File: src/rtl/mo_pkg.sv
// Shared types and constants for the motion-object line scanner.
// Holds the FSM state encoding, MO RAM word field positions and default sizes.
package mo_pkg;

    typedef enum logic [2:0] {
        S_IDLE,
        S_RD0,
        S_RD1,
        S_CHK,
        S_EMIT,
        S_FIN
    } mo_state_t;

    // Each object is two consecutive 16-bit words
    localparam int MO_WORDS = 2;

    // Word0 = {ypos, pic}
    localparam int W0_Y_HI   = 15;
    localparam int W0_Y_LO   = 8;
    localparam int W0_PIC_HI = 7;
    localparam int W0_PIC_LO = 0;

    // Word1 = {xpos, attr}
    localparam int W1_X_HI    = 15;
    localparam int W1_X_LO    = 8;
    localparam int W1_ATTR_HI = 7;
    localparam int W1_ATTR_LO = 0;

    localparam int DEF_NUM_OBJ   = 128;
    localparam int DEF_MO_HEIGHT = 16;
    localparam int DEF_MAX_HITS  = 16;

endpackage

File: src/rtl/mo_scan.sv
// Motion-object line scanner: walks MO RAM each hblank and emits hit records.
// Optional per-line hit limit is enabled by defining MO_SCAN_LIMIT_EN.
module mo_scan
    import mo_pkg::*;
#(
    parameter int NUM_OBJ   = DEF_NUM_OBJ,
    parameter int MO_HEIGHT = DEF_MO_HEIGHT,
    parameter int MAX_HITS  = DEF_MAX_HITS
) (
    input  logic        clk,
    input  logic        reset_n,
    input  logic        start,
    input  logic [7:0]  vline,
    output logic [7:0]  ram_a,
    output logic        ram_r,
    input  logic [15:0] ram_do,
    output logic        hit_valid,
    input  logic        hit_ready,
    output logic [6:0]  hit_idx,
    output logic [7:0]  hit_pic,
    output logic [3:0]  hit_row,
    output logic [7:0]  hit_x,
    output logic [7:0]  hit_attr,
    output logic        busy,
    output logic        done,
    output logic        overflow
);

`ifdef MO_SCAN_LIMIT_EN
    localparam bit LIMIT_EN = 1'b1;
`else
    localparam bit LIMIT_EN = 1'b0;
`endif

    mo_state_t   state;
    mo_state_t   state_nxt;
    logic [6:0]  idx;
    logic [7:0]  vline_q;
    logic [15:0] word0_q;
    logic [7:0]  hit_cnt;
    logic [7:0]  ram_a_q;
    logic [7:0]  row;
    logic        hit;
    logic        last;
    logic        lim_hit;

    // Row is the line offset into the object; wraps mod 256 vertically
    assign row     = vline_q - word0_q[W0_Y_HI:W0_Y_LO];
    assign hit     = row < 8'(MO_HEIGHT);
    assign last    = idx == 7'(NUM_OBJ - 1);
    assign lim_hit = LIMIT_EN && (hit_cnt == 8'(MAX_HITS));

    // State register
    always_ff @(posedge clk or negedge reset_n) begin
        if (!reset_n) begin
            state <= S_IDLE;
        end else begin
            state <= state_nxt;
        end
    end

    // Next state and Moore outputs; start always restarts the scan
    always_comb begin
        state_nxt = state;
        ram_a     = ram_a_q;
        ram_r     = 1'b0;
        hit_valid = 1'b0;
        busy      = state != S_IDLE;
        done      = 1'b0;
        unique case (state)
            S_IDLE: state_nxt = S_IDLE;
            S_RD0: begin
                ram_a     = {idx, 1'b0};
                ram_r     = 1'b1;
                state_nxt = S_RD1;
            end
            S_RD1: begin
                ram_a     = {idx, 1'b1};
                ram_r     = 1'b1;
                state_nxt = S_CHK;
            end
            S_CHK: begin
                if (hit) begin
                    state_nxt = lim_hit ? S_FIN : S_EMIT;
                end else begin
                    state_nxt = last ? S_FIN : S_RD0;
                end
            end
            S_EMIT: begin
                hit_valid = 1'b1;
                if (hit_ready) begin
                    state_nxt = last ? S_FIN : S_RD0;
                end
            end
            S_FIN: begin
                done      = 1'b1;
                state_nxt = S_IDLE;
            end
            default: state_nxt = S_IDLE;
        endcase
        if (start) begin
            state_nxt = S_RD0;
        end
    end

    // Remember the last video-port address so it holds between reads
    always_ff @(posedge clk or negedge reset_n) begin
        if (!reset_n) begin
            ram_a_q <= '0;
        end else if (ram_r) begin
            ram_a_q <= ram_a;
        end
    end

    // Scan counters, word capture and the hit record register
    always_ff @(posedge clk or negedge reset_n) begin
        if (!reset_n) begin
            idx      <= '0;
            vline_q  <= '0;
            word0_q  <= '0;
            hit_cnt  <= '0;
            hit_idx  <= '0;
            hit_pic  <= '0;
            hit_row  <= '0;
            hit_x    <= '0;
            hit_attr <= '0;
        end else if (start) begin
            idx     <= '0;
            vline_q <= vline;
            hit_cnt <= '0;
        end else begin
            unique case (state)
                S_RD1: word0_q <= ram_do;
                S_CHK: begin
                    if (hit && !lim_hit) begin
                        hit_idx  <= idx;
                        hit_pic  <= word0_q[W0_PIC_HI:W0_PIC_LO];
                        hit_row  <= row[3:0];
                        hit_x    <= ram_do[W1_X_HI:W1_X_LO];
                        hit_attr <= ram_do[W1_ATTR_HI:W1_ATTR_LO];
                    end else if (!hit && !last) begin
                        idx <= idx + 7'd1;
                    end
                end
                S_EMIT: begin
                    if (hit_ready) begin
                        hit_cnt <= hit_cnt + 8'd1;
                        if (!last) begin
                            idx <= idx + 7'd1;
                        end
                    end
                end
                default: ;
            endcase
        end
    end

`ifdef MO_SCAN_LIMIT_EN
    logic ovf_q;

    // Sticky per-line overflow, cleared by the next start
    always_ff @(posedge clk or negedge reset_n) begin
        if (!reset_n) begin
            ovf_q <= 1'b0;
        end else if (start) begin
            ovf_q <= 1'b0;
        end else if (state == S_CHK && hit && lim_hit) begin
            ovf_q <= 1'b1;
        end
    end

    assign overflow = ovf_q;
`else
    assign overflow = 1'b0;
`endif

endmodule

File: config.mk
export PLATFORM = sky130hd
export DESIGN_NAME = mo_scan
export DESIGN_NICKNAME = d
export VERILOG_FILES = /design/src/rtl/mo_pkg.sv /design/src/rtl/mo_scan.sv
export SDC_FILE = /design/constraint.sdc
export NUM_CORES = 1
export LEC_CHECK = 0
export BUFFER_PORTS_ARGS = -buffer_cell sky130_fd_sc_hd__buf_4
export CAP_MARGIN = 20
export CELL_PAD_IN_SITES_DETAIL_PLACEMENT = 0
export CELL_PAD_IN_SITES_GLOBAL_PLACEMENT = 1
export CORE_ASPECT_RATIO = 1.2
export CORE_UTILIZATION = 44
export CTS_CLUSTER_DIAMETER = 30
export DETAILED_ROUTE_END_ITERATION = 10
export PLACE_DENSITY_LB_ADDON = 0.08
export SYNTH_ARGS = -nofsm -noshare
export SYNTH_HDL_FRONTEND = slang
export SYNTH_SLANG_ARGS = --single-unit
File: constraint.sdc
create_clock -name clk -period 3.6 [get_ports clk]
set_input_delay 0.18 -clock clk [delete_from_list [all_inputs] [get_ports clk]]
set_output_delay 0.18 -clock clk [all_outputs]
set_load 0.005 [all_outputs]
# Word level (Yosys, flattened, before mapping)
# Index checks and enable logic that the tools add are counted.
# word_totals
ff_bits	77
in_bits	28
output_inout_bits	48
wordCells	48
# op_classes
n_addsub	2
magnitude_cmp	1
eq_ne	10
n_mux	15
bitwise	1
reduce_logical	9
# ops
operator	count
2-to-1 mux 7 bit	5
case mux 8 bit (2 select lines)	1
case mux 7 bit (2 select lines)	1
2-to-1 mux 3 bit	4
!= test 3 bit, second input constant	4
case mux 3 bit (4 select lines)	1
less-than comparator 8 x 5 -> 1 bit, second input constant	1
subtractor 8 bit	1
adder 7 x 1 -> 7 bit, second input constant	1
equality test 7 bit, second input constant	1
equality test 3 x 2 -> 1 bit, second input constant	2
equality test 3 bit, second input constant	2
nonzero test 3 bit	2
AND reduction 5 bit	1
equality test 3 x 1 -> 1 bit, second input constant	1
2-to-1 mux 1 bit	3
AND reduction 3 bit	1
logical NOT 1 bit	2
AND reduction 2 bit	1
OR reduction 2 bit	1
logical AND 1 bit	1
NOT 1 bit	1

# Logic depth before layout (Yosys ltp)
# depth
word_depth	8
depth_mapped	10
depth_no_buf	10

# Worst setup path before layout
# OpenSTA, ideal clock, no wires.
# synth_timing
path_kind	flip-flop to flip-flop
start	reg word0_q[8]
end	reg hit_attr[0]
setup_time_ps	125
arrival_time_ps	2611
required_time_ps	3475
slack_ps	864
stages_incl_launch_ff	10
n_path_buf	1
period_less_slack_ps	2736
path_cell_list	dfrtp_1 -> ha_1 -> fa_1 -> nand2b_1 -> o2bb2ai_1 -> o21ai_0 -> nand3b_2 -> nor4_4 -> buf_6 -> mux2_4
# synth_between
elab_chain_len	3
# synth_lines
element	line	rtl
from (decl)	mo_scan.sv:39	logic [15:0] word0_q;
from (signal assigned)	mo_scan.sv:133	S_RD1: word0_q <= ram_do;
subtractor 8 bit	mo_scan.sv:48	assign row = vline_q - word0_q[W0_Y_HI:W0_Y_LO];
less-than comparator 8 x 5 -> 1 bit	mo_scan.sv:49	assign hit = row < 8'(MO_HEIGHT);
AND reduction 3 bit (no line)	n/a	
to (signal assigned)	mo_scan.sv:140	hit_attr <= ram_do[W1_ATTR_HI:W1_ATTR_LO];
to (decl)	mo_scan.sv:23	output logic [7:0] hit_attr,
# No other way between the ends.
# A chain may end at the register's enable or synchronous reset.

# Worst setup path after layout
# layout_timing
start	reg word0_q[8]
end	reg hit_pic[5]
# layout_between
elab_chain_len	3
# layout_lines
element	line	rtl
subtractor 8 bit	mo_scan.sv:48	
less-than comparator 8 x 5 -> 1 bit	mo_scan.sv:49	
AND reduction 3 bit (no line)	n/a	
to (signal assigned)	mo_scan.sv:137	hit_pic <= word0_q[W0_PIC_HI:W0_PIC_LO];
to (decl)	mo_scan.sv:20	output logic [7:0] hit_pic,
# No other way between the ends.

==> key figures <==
Route
  – Drt drc: 1
  – DRT Wirelength: 6720 um
  – Vias: around 2.3k
  – Initial DRC count: 65
  – DRT Pass-1 Iters: 9
  – Post-DRT Antenna Nets: 0
  – Vias/cell: 5.20
  – Avg WL per Cell: 15.1 um

STA
  – Pins Over Slew Limit: 0
  – Layout Skew: about 0.016 ns
  – FMAX: approximately 330 MHz
  – Worst-margin pin slew: about 0.96 ns
  – Final Critical Period: between 2 and 3 ns
  – Final Setup Violations: 0
  – Final Cycle Share: between 80 and 90%
  – Final setup TNS: 0 ns
  – Hold Slack: -0.0256 ns
  – Worst rel slew slack: between 30 and 40%
  – Final hold vios: 9
  – Unrepaired setup endpoints after global routing: false

CTS
  – Cts repair resizes: 0
  – H-tree depth: 3
  – Bufs on Longest Clock Path: 2
  – Clk Latency, worst-skew pair: around 0.34 ns
  – Cts hold-fix bufs: 0
  – Register clock-pin slew on the reported worst setup and hold paths: around 0.09 ns
  – Post-CTS Setup Bufs: 0
  – CTS tree: done
  – Num CTS Buffers: 9
  – # clock sinks: 77
  – CTS Root Cell: clkbuf_8

Synthesis
  – Seq cells post-synth: 77
  – Area share of the largest cell type after synthesis: a little over half
  – Synth top area cells: dfrtp_1 53%, mux2_4 12%, mux2_2 11%, ha_1 2.8%, o21ai_0 2.4%
  – Yosys cell types: 50
  – Top-count cell post-synth: dfrtp_1
  – Asr flop ratio synth: 100%
  – Largest area contributor in the netlist: dfrtp_1
  – Yosys warning count: 0
  – Syn nets: a little over 300
  – Register area share after synthesis: approximately 53%
  – Gate count after technology mapping: between 200 and 300
  – Cell area after synthesis: 0.00361 sq mm
  – Post-synth EDFFs: 0
  – Mapped Avg Cell Area: 13.4 sq um
  – Post-synth top cells: 77 x dfrtp_1, 35 x mux2_2, 28 x mux2_4
  – Main flop type after synthesis: dfrtp_1

Cells and area
  – Final net count: a little under 400
  – N_diodes: 0
  – Fillers: ~680
  – Synth-to-layout area growth: 23.7%
  – Final std cells w/o fill: between 400 and 500
  – Layout Cell Area excl Fill: around 0.0045 sq mm
  – Layout cells sized above 1: between 40 and 50%

Run status
  – Failing checks: design-rule violations, negative hold slack
  – Status: complete, but fails checks

Worst setup path
  – Startpoint types: flip-flop
  – Path depth of the worst reg2reg path: 9
  – Critical path type: reg -> reg
  – Worst-path fanout max: 27
  – Reg2reg start: word0_q[8]
  – Worst path required time: 3.82 ns
  – Arrival time at the worst endpoint: between 3 and 4 ns
  – Endpoint type of the worst setup path: flip-flop
  – Worst reg2reg setup slack: roughly 0.60 ns
  – R2R Path End: hit_pic[5]

Die
  – Die W: around 85 um
  – Row count: 35
  – Die ar.: about 0.0086 sq mm
  – Starting Density: a little under half
  – Die H: slightly above 100 um
  – Core Footprint: between 0.007 and 0.008 sq mm
  – Num ports: 76

GRT
  – Vias in the first global route: around 2.4k
  – Initial antenna violation count: 0
  – Congestion Overflow GR: 0
  – First-pass GRT wire length: 11600 um
  – Largest net degree at the start of global routing: 78
  – Overall global routing resource usage: 17.5%

Power
  – VDD IR-drop max: between 0.0003 and 0.0004 V
  – PwrDens: 731 mW/mm^2
  – Leak: 2.14 nW

Place
  – Dpl hpwl: about 4500 um
  – Placer congestion estimate: 0.708
  – Inst Count DP: 429
  – Placement Cell Area: approximately 0.0042 sq mm
  – Port Buffer Count: 74

Run
  – Max cap viols: 0

Min path
  – Hold Path Class: in -> async
-- through the flow --
stage	setup slack, ns	utilization, %	power, W	hold slack, ns
floorplan	0.864	-	0.00212	-0.116
CTS	0.585	57.3	0.00332	0.0189
global route	0.437	57.3	0.00351	0.0481
detailed placement	0.621	54.4	0.00258	0.396
global placement	0.693	54.4	0.00255	0.392
finish	0.602	57.3	0.00327	-0.0256
-- sequential cells by signal, summed over array words and instances, names as in the netlist, 4 cells and up --
register  count
vline_q       8
idx           7
hit_x         8
hit_pic       8
hit_row       4
hit_attr      8
word0_q      16
ram_a_q       8
hit_idx       7
-- where the power goes --
part / internal [W] / switching [W] / total, W
clock network: 0.000412 / 0.000307 / 0.000720
logic: 0.000724 / 0.000528 / 0.00125
registers: 0.00113 / 0.000169 / 0.00130
-- routing by layer --
metal / vias up / part of all wire (%) / global-route usage, %
met1: 1160 / 47 / 23.7
met4: 0 / 1.0 / 6.65
met2: 45 / 48 / 27.8
met5: - / 0 / 0
met3: 7 / 3.8 / 3.83
li1: 1101 / - / -
-- worst max-delay path, cell delays in order (launching register included) --
cell and delay [ns]:
dfrtp_1 0.38, ha_1 0.20, fa_1 0.41, nand2b_1 0.17, o2bb2ai_1 0.14, o21ai_0 0.27, nand3b_2 0.15, nor4_4 0.28
buf_4 0.47, mux2_2 0.39
-- cells by family after synthesis --
family / after synthesis / synth area share [%]
other cells: 1 / 0.104
compound gates: 39 / 7.21
buf+inv: 22 / 3.29
xor+xnor: 6 / 1.66
flops: 77 / 53.4
simple gates: 50 / 7.94
mux: 65 / 23.1
fa+ha+maj: 9 / 3.33
-- worst max path at each step --
stage	startpoint	to	slack, ns	depth (start not counted)
2_1_floorplan	word0_q[8]	hit_attr[0]	0.86	9
3_5_place_dp	vline_q[0]	hit_pic[6]	0.62	10
6_report	word0_q[8]	hit_pic[5]	0.60	9
3_3_place_gp	word0_q[8]	hit_pic[5]	0.69	9
4_1_cts	word0_q[8]	hit_pic[6]	0.58	9
5_1_grt	vline_q[0]	hit_pic[6]	0.44	10
-- final cells by class --
| type | instances | area (sq um) | area share [%] |
|---|---|---|---|
| clock buffers | 11 | 141 | 3.17 |
| clock inverters | 5 | 82.6 | 1.85 |
| inverters | 12 | 45.0 | 1.01 |
| multi-input cells | 170 | 1570 | 35.2 |
| flip-flops and latches | 77 | 1930 | 43.1 |
| well taps | 92 | 115 | 2.58 |
| repair buffers | 78 | 586 | 13.1 |
-- layout by cell type, fill, tap and decap left out, types with 8 or more instances in the layout --
cell,netlist,routed
buf_4,1,78
clkbuf_8,1,10
dfrtp_1,77,77
ha_1,8,8
inv_1,12,12
mux2_2,35,35
mux2_4,28,28
nand2_1,16,16
nor2_1,8,8
o21ai_0,17,17
Power figures use the tool's default switching activity.
